--- config.mk ---
export PLATFORM = sky130hd
export DESIGN_NAME = direction_input_ctrl_flat
export DESIGN_NICKNAME = d
export VERILOG_FILES = /design/src/rtl/direction_input_ctrl_if.sv /design/src/rtl/direction_input_ctrl.sv /design/src/flat_wrapper.sv
export SDC_FILE = /design/constraint.sdc
export NUM_CORES = 1
export LEC_CHECK = 0
export BUFFER_PORTS_ARGS = -buffer_cell sky130_fd_sc_hd__buf_2
export CORE_ASPECT_RATIO = 0.6
export CORE_MARGIN = 1
export CORE_UTILIZATION = 57
export DETAILED_ROUTE_END_ITERATION = 6
export PLACE_DENSITY = 0.8
export RECOVER_POWER = 100
export SETUP_SLACK_MARGIN = 0.5
export SLEW_MARGIN = 40
export SYNTH_ARGS = -nofsm -noshare
export SYNTH_HDL_FRONTEND = slang
export SYNTH_SLANG_ARGS = --single-unit
--- constraint.sdc ---
create_clock -name clk -period 5.06 [get_ports clk]
set_input_delay 1.518 -clock clk [delete_from_list [all_inputs] [get_ports clk]]
set_output_delay 1.518 -clock clk [all_outputs]
set_load 0.03 [all_outputs]
--- src/rtl/direction_input_ctrl_if.sv ---
`default_nettype none
// ============================================================================
// Module   : direction_input_ctrl_if
// Purpose  : Key/step inputs and direction outputs of the snake input stage.
// Revision : 1.0
// ============================================================================
interface direction_input_ctrl_if;
    logic [3:0] key_n;
    logic       step;
    logic       move_left;
    logic       move_up;
    logic       move_down;
    logic       move_right;
    logic [1:0] dir;
    logic       turn_taken;
    logic       dropped;

    modport slave (
        input  key_n, step,
        output move_left, move_up, move_down, move_right, dir, turn_taken, dropped
    );

    modport master (
        output key_n, step,
        input  move_left, move_up, move_down, move_right, dir, turn_taken, dropped
    );
endinterface
`default_nettype wire

--- src/rtl/direction_input_ctrl.sv ---
`default_nettype none
// ============================================================================
// Module   : direction_input_ctrl
// Purpose  : Debounced key presses -> validated turns -> 2-deep queue applied per step.
// Revision : 1.0
// ============================================================================
module direction_input_ctrl #(
    parameter int DEBOUNCE_CYCLES = 500000
) (
    input  wire logic             clk,
    input  wire logic             resetn,
    direction_input_ctrl_if.slave bus
);
    localparam int              CW         = $clog2(DEBOUNCE_CYCLES + 1);
    localparam logic [CW-1:0]   c_cnt_last = CW'(DEBOUNCE_CYCLES - 1);
    localparam logic [1:0]      c_dir_right = 2'b00;
    localparam logic [1:0]      c_dir_down  = 2'b01;
    localparam logic [1:0]      c_dir_up    = 2'b10;
    localparam logic [1:0]      c_dir_left  = 2'b11;

    logic [3:0] w_press;

    genvar gi;
    generate
        for (gi = 0; gi < 4; gi++) begin : g_key
            logic          r_sync1;
            logic          r_sync2;
            logic          r_stable;
            logic          r_stable_d;
            logic [CW-1:0] r_cnt;

            always_ff @(posedge clk) begin
                if (!resetn) begin
                    r_sync1    <= 1'b1;
                    r_sync2    <= 1'b1;
                    r_stable   <= 1'b1;
                    r_stable_d <= 1'b1;
                    r_cnt      <= '0;
                end else begin
                    r_sync1    <= bus.key_n[gi];
                    r_sync2    <= r_sync1;
                    r_stable_d <= r_stable;
                    if (r_sync2 == r_stable) begin
                        r_cnt <= '0;
                    end else if (r_cnt == c_cnt_last) begin
                        r_stable <= r_sync2;
                        r_cnt    <= '0;
                    end else begin
                        r_cnt <= r_cnt + CW'(1);
                    end
                end
            end

            // Only the falling (press) edge of the debounced level is an event.
            assign w_press[gi] = r_stable_d & ~r_stable;
        end
    endgenerate

    logic [1:0] w_win_dir;
    always_comb begin
        w_win_dir = c_dir_right;
        if (w_press[2])      w_win_dir = c_dir_up;
        else if (w_press[1]) w_win_dir = c_dir_down;
        else if (w_press[3]) w_win_dir = c_dir_left;
    end

    logic       r_cand_vld;
    logic [1:0] r_cand_dir;
    logic [1:0] r_fifo [2];
    logic       r_head;
    logic [1:0] r_count;
    logic [1:0] r_dir;
    logic [3:0] r_move;
    logic       r_turn;

    logic       w_tail_idx;
    logic       w_wr_idx;
    logic [1:0] w_ref;
    logic       w_clash;
    logic       w_pop;
    logic       w_valid;
    logic       w_push;

    // Write slot head^count[0] also lands in the slot freed by a pop when full.
    assign w_tail_idx = r_head ^ (r_count == 2'd2);
    assign w_wr_idx   = r_head ^ r_count[0];
    assign w_ref      = (r_count != 2'd0) ? r_fifo[w_tail_idx] : r_dir;
    assign w_clash    = (r_cand_dir[1] ^ r_cand_dir[0]) == (w_ref[1] ^ w_ref[0]);
    assign w_pop      = bus.step && (r_count != 2'd0);
    assign w_valid    = r_cand_vld && !w_clash;
    assign w_push     = w_valid && ((r_count != 2'd2) || w_pop);

    always_ff @(posedge clk) begin
        if (!resetn) begin
            r_cand_vld <= 1'b0;
            r_cand_dir <= c_dir_right;
            r_fifo[0]  <= c_dir_right;
            r_fifo[1]  <= c_dir_right;
            r_head     <= 1'b0;
            r_count    <= 2'd0;
            r_dir      <= c_dir_right;
            r_move     <= 4'b0001;
            r_turn     <= 1'b0;
        end else begin
            r_cand_vld <= |w_press;
            r_cand_dir <= w_win_dir;
            r_turn     <= w_pop;
            r_count    <= r_count + {1'b0, w_push} - {1'b0, w_pop};
            if (w_push) begin
                r_fifo[w_wr_idx] <= r_cand_dir;
            end
            if (w_pop) begin
                r_head <= ~r_head;
                r_dir  <= r_fifo[r_head];
                case (r_fifo[r_head])
                    c_dir_right: r_move <= 4'b0001;
                    c_dir_down:  r_move <= 4'b0010;
                    c_dir_up:    r_move <= 4'b0100;
                    default:     r_move <= 4'b1000;
                endcase
            end
        end
    end

    assign bus.dir        = r_dir;
    assign bus.move_left  = r_move[3];
    assign bus.move_up    = r_move[2];
    assign bus.move_down  = r_move[1];
    assign bus.move_right = r_move[0];
    assign bus.turn_taken = r_turn;
    assign bus.dropped    = w_valid && (r_count == 2'd2) && !w_pop;
endmodule
`default_nettype wire

--- src/flat_wrapper.sv ---
// flat-port wrapper written by rule: the top's interface ports become plain ports
module direction_input_ctrl_flat 
#(
    parameter int DEBOUNCE_CYCLES = 500000
)
  (clk, resetn, bus_key_n, bus_step, bus_move_left, bus_move_up, bus_move_down, bus_move_right, bus_dir, bus_turn_taken, bus_dropped);
  direction_input_ctrl_if bus_i ();
  input  wire logic clk;
  input  wire logic resetn;
  input wire logic [$bits(bus_i.key_n)-1:0] bus_key_n;
  input wire logic [$bits(bus_i.step)-1:0] bus_step;
  output wire logic [$bits(bus_i.move_left)-1:0] bus_move_left;
  output wire logic [$bits(bus_i.move_up)-1:0] bus_move_up;
  output wire logic [$bits(bus_i.move_down)-1:0] bus_move_down;
  output wire logic [$bits(bus_i.move_right)-1:0] bus_move_right;
  output wire logic [$bits(bus_i.dir)-1:0] bus_dir;
  output wire logic [$bits(bus_i.turn_taken)-1:0] bus_turn_taken;
  output wire logic [$bits(bus_i.dropped)-1:0] bus_dropped;
  assign bus_i.key_n = bus_key_n;
  assign bus_i.step = bus_step;
  assign bus_move_left = bus_i.move_left;
  assign bus_move_up = bus_i.move_up;
  assign bus_move_down = bus_i.move_down;
  assign bus_move_right = bus_i.move_right;
  assign bus_dir = bus_i.dir;
  assign bus_turn_taken = bus_i.turn_taken;
  assign bus_dropped = bus_i.dropped;
  direction_input_ctrl #(.DEBOUNCE_CYCLES(DEBOUNCE_CYCLES)) u_core (.clk(clk), .resetn(resetn), .bus(bus_i));
endmodule
==> flow_metrics.env, run 1 <==
export IMPL_min_to="u_core.g_key[2].r_sync2"
export IMPL_drc=0
export IMPL_yosys_warnings=0
export IMPL_min_from="u_core.g_key[2].r_sync1"
export IMPL_drive_gt1_share_pct=5.77
export IMPL_run_status="finished, violations left"
export IMPL_synth_edff_count=4
export IMPL_power_density_mw_per_mm2=335
export IMPL_finalWirelength_mm=8.09
export IMPL_yosys_register_bits=110
export IMPL_grt_max_degree=39
export IMPL_cts_post_setup_buffers_inserted=0
export IMPL_worst_slew_pin_slew_ns=1.55
export IMPL_p_comb_share_pct=7.4
export IMPL_intPower_mw=1.32
export IMPL_holdPathStages=1
export IMPL_clockBufferDepth=2
export IMPL_relSlewSlack_pct=-3.01
export IMPL_fmax_mhz=258
export IMPL_cts_tree="done"
export IMPL_syn_nets=535
export IMPL_dp_hpwl_mm=5.67
export IMPL_synthToLayoutAreaGrowth_pct=8.58
export IMPL_synth_simple_area_share_pct=28.9
export IMPL_num_io_pins=15
export IMPL_dr_pass1_iters=6
export IMPL_synth_xor_area_share_pct=14.6
export IMPL_finalSetupTns_ns=0
export IMPL_die_w_um=119
export IMPL_antenna_left=0
export IMPL_grt_pass1_vias=3149
export IMPL_start_util_pct=59.3
export IMPL_finClkSkew_ns=0.00589
export IMPL_synth_top_family_by_area="simple AND/OR/NAND/NOR gates"
export IMPL_wl_met3_um=360
export IMPL_maxCapViolCount=1
export IMPL_antenna_found_initial=0
export IMPL_cts_sinks=110
export IMPL_synth_area_mm2=0.00471
export IMPL_clk_latency_ns=0.34
export IMPL_synthMuxAreaShare_pct=1.78
export IMPL_cp_required_ns=3.54
export IMPL_place_inst=629
export IMPL_critPathLaunchType="flip-flop"
export IMPL_clkTransAtPathRegs_ns=0.06
export IMPL_clockPowerShare_pct=39.7
export IMPL_worst_endpoint_arrival_ns=2.35
export IMPL_syn_inst=522
export IMPL_top_layer="met4"
export IMPL_synth_compound_area_share_pct=2.58
export IMPL_htreeDepth=3
export IMPL_fp_dieArea_mm2=0.00865
export IMPL_grt_pass1_wl_mm=14.1
export IMPL_setup_viol=0
export IMPL_wl_met2_mm=3.47
export IMPL_peakVddDrop_mv=0.198
export IMPL_gp_congestion=0.865
export IMPL_wl_per_cell_um=12.5
export IMPL_hold_buffers=0
export IMPL_total_leakage_power_nw=1.67
export IMPL_worst_setup_path_type="flip-flop to output port"
export IMPL_ys_seq_area_share_pct=47.6
export IMPL_share_seq_of_total_power_pct=52.9
export IMPL_nNetsFinal=545
export IMPL_period_needed_ns=3.87
export IMPL_rsz0062_at_grt="no"
export IMPL_violations="capacitance limit, slew limit"
export IMPL_cts_root_buf="clkbuf_16"
export IMPL_via_per_inst=5.25
export IMPL_placementRows=25
export IMPL_cts_buffers=9
export IMPL_switching_share_pct=22.7
export IMPL_overflow=0
export IMPL_slew_violations=39
export IMPL_synth_distinct_cells=45
export IMPL_hold_viol=0
export IMPL_avgSynthCellArea_um2=9.03
export IMPL_cts_resized_gates=0
export IMPL_n_antenna_cell=0
export IMPL_vias=3384
export IMPL_drtIter0Drc=190
export IMPL_dieHeight_um=72.4
export IMPL_finalPower_mw=1.71
export IMPL_instances_no_fill=645
export IMPL_synth_fa_ha_area_share_pct=1.59
export IMPL_wl_met1_mm=4.15
export IMPL_worstRegToRegCells=8
export IMPL_synth_flop_cell="dfxtp_1"
export IMPL_r2r_start="u_core.r_count[0]"
export IMPL_switching_power_mw=0.388
export IMPL_final_period_utilization_pct=76.5
export IMPL_coreArea_mm2=0.00795
export IMPL_cp_max_fo=8
export IMPL_end_kind="output port"
export IMPL_async_flop_share_pct=0
export IMPL_rr_endpoint="u_core.r_count[1]"
export IMPL_reg2reg_slack_ns=2.46
export IMPL_track_usage_pct=20.6
export IMPL_hold_path_class="flip-flop to flip-flop"
export IMPL_portBuffers=14
per-stage QoR:
step / hold slack, ns / worst slack [ns] / cell area [um^2] / util [%]
2_1_floorplan: 0.386 / 1.45 / 4710 / -
3_3_place_gp: 0.388 / 1.45 / 4830 / 60.8
3_5_place_dp: 0.392 / 1.43 / 4830 / 60.8
4_1_cts: 0.407 / 1.21 / 5130 / 64.6
5_1_grt: 0.424 / 1.09 / 5120 / 64.4
6_report: 0.405 / 1.19 / 5120 / 64.4
placed cells by master (no fill, tap or decap), drive strengths merged, types with 6 or more instances in the layout:
master,instances
nand3,32
nand2b,17
nand4,13
buf,6
o21ai,7
ha,6
and4,6
nor3,17
nand2,37
and2,8
xor2,38
nor3b,6
nor2,103
xnor2,38
inv,14
dfxtp,106
clkbuf,22
and3,9
worst max path at each step:
stage,slack [ns],depth (start not counted),end,start
floorplan,1.45,3,bus_dropped,bus_step
global placement,1.45,5,bus_dropped,bus_step
detailed placement,1.43,5,bus_dropped,bus_step
CTS,1.21,6,bus_dropped,u_core.r_count[1]
global route,1.09,6,bus_dropped,u_core.r_count[1]
finish,1.19,6,bus_dropped,u_core.r_count[1]
Yosys cell counts (2+ instances only):
cell | count | area share (%)
xnor2_1 | 38 | 7.1
nor3_1 | 17 | 1.8
and3_1 | 9 | 1.2
ha_1 | 6 | 1.6
clkbuf_1 | 7 | 0.56
buf_2 | 4 | 0.42
o21ai_0 | 6 | 0.64
nor3b_1 | 6 | 0.96
and2_1 | 8 | 1.1
nand4_1 | 13 | 1.7
or2_2 | 3 | 0.40
nor4bb_1 | 2 | 0.42
buf_4 | 2 | 0.32
a21oi_1 | 5 | 0.53
mux2i_1 | 5 | 1.1
nand2b_1 | 17 | 2.3
or3b_2 | 2 | 0.37
dfxtp_1 | 106 | 45
inv_1 | 14 | 1.1
nor2b_1 | 5 | 0.66
nor4b_1 | 3 | 0.56
mux2_2 | 3 | 0.72
buf_6 | 2 | 0.48
xor2_1 | 38 | 7.1
nand2_1 | 37 | 2.9
edfxtp_1 | 4 | 2.5
and4_1 | 6 | 1.1
nor4_1 | 3 | 0.40
nor2_1 | 103 | 8.2
or3_1 | 2 | 0.27
nand3_1 | 32 | 3.4
layer usage:
| metal | vias to the layer above | global-route usage [%] |
|---|---|---|
| met5 | - | 0 |
| met4 | 0 | 7.22 |
| met3 | 11 | 6.53 |
| met2 | 65 | 32.2 |
| met1 | 1559 | 27.1 |
| li1 | 1749 | - |
power groups by stage:
| stage | combinational, mW | sequential (mW) | clock [mW] |
|---|---|---|---|
| after global placement | 0.122 | 0.924 | 0 |
| final | 0.127 | 0.906 | 0.679 |
| after floorplan | 0.0986 | 0.929 | 0 |
| after detailed placement | 0.129 | 0.925 | 0 |
| after CTS | 0.131 | 0.905 | 0.700 |
| after global routing | 0.138 | 0.908 | 0.737 |
worst max-delay path, stage by stage (launching register included):
cell and delay, ns:
dfxtp_1 0.46, or3b_2 0.48, a21oi_1 0.17, a211oi_2 0.07, xnor3_1 0.49, nor2_1 0.14
buf_2 0.20
registers in the layout, summed over array words and instances, names as in the netlist, named ones only:
name,cells
u_core.bus.dir,2
u_core.bus.turn_taken,1
u_core.g_key.r_cnt,76
u_core.g_key.r_stable,4
u_core.g_key.r_stable_d,4
u_core.g_key.r_sync1,4
u_core.g_key.r_sync2,4
u_core.r_cand_dir,2
u_core.r_cand_vld,1
u_core.r_count,2
u_core.r_fifo,4
u_core.r_head,1
u_core.r_move,4
cells by family (layout without fill, tap and decap cells):
kind of cell / after synthesis / after routing
AND/OR/NAND/NOR: 273 / 273
multiplexers: 8 / 8
flip-flops: 110 / 110
AO/OA/AOI/OAI: 19 / 19
adder cells (fa/ha/maj): 6 / 6
XOR/XNOR: 77 / 77
buffers and inverters: 29 / 44
layout make-up:
class	instances	area (um^2)
inverter	14	52.6
sequential	110	2240
timing repair buffer	14	60.1
multi-input combinational	383	2330
clock inverter	2	13.8
clock buffer	14	284
tap	108	135
fill	671	2830
(Power assumes the default switching activity.)
==> run 2: changes to the inputs <==
Settings changed: CORE_UTILIZATION 57 to 55, PLACE_DENSITY 0.8 to 0.81.
Clock period 5.06 ns to 3.3 ns, I/O delays scaled along.
==> run 2 against run 1 <==
  * The flow now finishes without violations
  * Clock-buffer cell count fell by 5
  * Clock skew rose by 0.0015 ns
  * Core utilization rose by 0.61 points
  * Die area rose by 3.6%
  * Critical path depth did not move
  * Critical path type unchanged
  * Critical endpoint unchanged
  * Largest power group unchanged
==> flow_metrics.env, run 2 (synthesis results as in run 1) <==
export IMPL_grt_met3_usage_pct=6.21
export IMPL_regMostFlops="u_core.g_key.r_cnt"
export IMPL_peakVddDrop_mv=0.314
export IMPL_grt_max_degree=30
export IMPL_gr_usage_met2_pct=31.6
export IMPL_path_cells="or3b_4, a21oi_2, a211oi_2, xnor3_1, nor2_4, clkbuf_2"
export IMPL_r2r_start="u_core.r_fifo[1][0]"
export IMPL_setup_viol=0
export IMPL_gp_congestion=0.840
export IMPL_grt_pass1_wl_mm=14.6
export IMPL_layout_common_cells="dfxtp_1 (104), nor2_1 (102), xor2_1 (38), xnor2_1 (38), nand2_1 (37)"
export IMPL_min_from="u_core.g_key[0].r_sync1"
export IMPL_worst_setup_path_type="flip-flop to output port"
export IMPL_overflow=0
export IMPL_grt_pass1_vias=3180
export IMPL_synthToLayoutAreaGrowth_pct=11.3
export IMPL_slowest_stage="edfxtp_1"
export IMPL_rr_endpoint="u_core.r_count[1]"
export IMPL_placementRows=25
export IMPL_dp_hpwl_mm=5.59
export IMPL_finalWirelength_mm=8.56
export IMPL_hold_viol=0
export IMPL_antenna_left=0
export IMPL_hold_path_class="flip-flop to flip-flop"
export IMPL_min_to="u_core.g_key[0].r_sync2"
export IMPL_start_util_pct=58.4
export IMPL_final_period_utilization_pct=96.8
export IMPL_busiest_layer="met2"
export IMPL_final_cell_area_mm2=0.00525
export IMPL_htreeDepth=3
export IMPL_clockPowerShare_pct=44.2
export IMPL_finalPower_mw=2.90
export IMPL_clkTransAtPathRegs_ns=0.07
export IMPL_drive_gt1_share_pct=7.56
export IMPL_hold_buffers=0
export IMPL_crit_family="simple AND/OR/NAND/NOR gates"
export IMPL_clockBufferDepth=2
export IMPL_share_seq_of_total_power_pct=48.2
export IMPL_run_status="completed"
export IMPL_slowest_delay_ns=0.46
export IMPL_end_kind="output port"
export IMPL_instances_no_fill=650
export IMPL_power_density_mw_per_mm2=552
export IMPL_dr_pass1_iters=5
export IMPL_final_common_cell="dfxtp_1"
export IMPL_rsz0062_at_grt="yes"
export IMPL_slew_violations=0
export IMPL_reg2reg_slack_ns=0.59
export IMPL_worstRegToRegCells=10
export IMPL_clk_latency_ns=0.35
export IMPL_die_w_um=121
export IMPL_critPathLaunchType="flip-flop"
export IMPL_num_io_pins=15
export IMPL_dieHeight_um=73.7
export IMPL_cts_sinks=110
export IMPL_total_leakage_power_nw=1.72
export IMPL_switching_share_pct=21.9
export IMPL_portBuffers=14
export IMPL_cts_root_buf="clkbuf_16"
export IMPL_fp_dieArea_mm2=0.00895
export IMPL_p_comb_share_pct=7.6
export IMPL_via_per_inst=5.30
export IMPL_cp_required_ns=2.31
export IMPL_cp_max_fo=3
export IMPL_drc=0
export IMPL_worst_endpoint_arrival_ns=2.20
export IMPL_holdPathStages=1
export IMPL_finClkSkew_ns=0.00739
export IMPL_dpl_cell_area_mm2=0.00485
export IMPL_largest_reg_flops=76
export IMPL_nNetsFinal=550
export IMPL_coreArea_mm2=0.00807
export IMPL_intPower_mw=2.26
export IMPL_track_usage_pct=21.1
export IMPL_gr_usage_met1_pct=28.0
export IMPL_worst_slew_pin_slew_ns=1.17
export IMPL_critPathBufInv=1
export IMPL_wl_per_cell_um=13.2
export IMPL_place_inst=630
export IMPL_antenna_found_initial=0
export IMPL_maxCapViolCount=0
export IMPL_vias=3443
export IMPL_switching_power_mw=0.635
export IMPL_relSlewSlack_pct=22.3
export IMPL_cts_tree="done"
export IMPL_cts_buffers=9
export IMPL_finalSetupTns_ns=0
export IMPL_fmax_mhz=313
export IMPL_period_needed_ns=3.19
export IMPL_n_antenna_cell=0
export IMPL_drtIter0Drc=285
[run 2: changes by cell type in the layout (fill, tap and decap cells not counted), sizes merged]
cell,change
buf,+2
bufinv,+4
clkbuf,-2
clkinvlp,+1
[run 2: what timing repair did]
action,4_1_cts,5_1_grt
gates resized for setup,9,2
endpoints found under the setup margin,1,1
pin swaps,3,1
endpoints found under the hold margin,0,0
buffers inserted,3,1
[run 2: cell type report]
class	instances	area, um^2
Inverter	14	52.6
Fill cell	631	2820
Clock buffer	9	225
Clock inverter	7	136
Timing Repair Buffer	19	90.1
Sequential cell	110	2250
Tap cell	108	135
Multi-Input combinational cell	383	2360
[run 2: worst max path at each step]
stage          slack [ns]          end                 from  cells past startpoint
2_1_floorplan        0.57  bus_dropped    u_core.r_count[1]                      6
3_3_place_gp         0.42  bus_dropped    u_core.r_count[1]                      6
3_5_place_dp         0.35  bus_dropped    u_core.r_count[1]                      6
4_1_cts              0.27  bus_dropped  u_core.r_fifo[1][1]                      6
5_1_grt              0.07  bus_dropped  u_core.r_fifo[1][0]                      6
6_report             0.11  bus_dropped  u_core.r_fifo[1][0]                      6
[run 2: per-stage QoR]
step	worst slack (ns)	hold slack, ns	util (%)
floorplan	0.572	0.386	-
global placement	0.417	0.390	60.1
detailed placement	0.346	0.394	60.1
CTS	0.274	0.407	65.2
global route	0.0653	0.429	65.0
finish	0.106	0.406	65.0
[run 2: power by group through the flow]
stage,Sequential (mW),Combinational (mW),Clock [mW]
2_1_floorplan,1.42,0.157,0
3_3_place_gp,1.42,0.192,0
3_5_place_dp,1.42,0.203,0
4_1_cts,1.39,0.228,1.31
5_1_grt,1.40,0.240,1.37
6_report,1.40,0.221,1.28
[run 2: metal layers]
metal | vias to the layer above | wire length, um | part of all wire (%)
met2 | 83 | 3700 | 43
met1 | 1585 | 4260 | 50
met4 | 0 | 163 | 1.9
met3 | 13 | 442 | 5.2
li1 | 1762 | - | -
met5 | - | 0 | 0
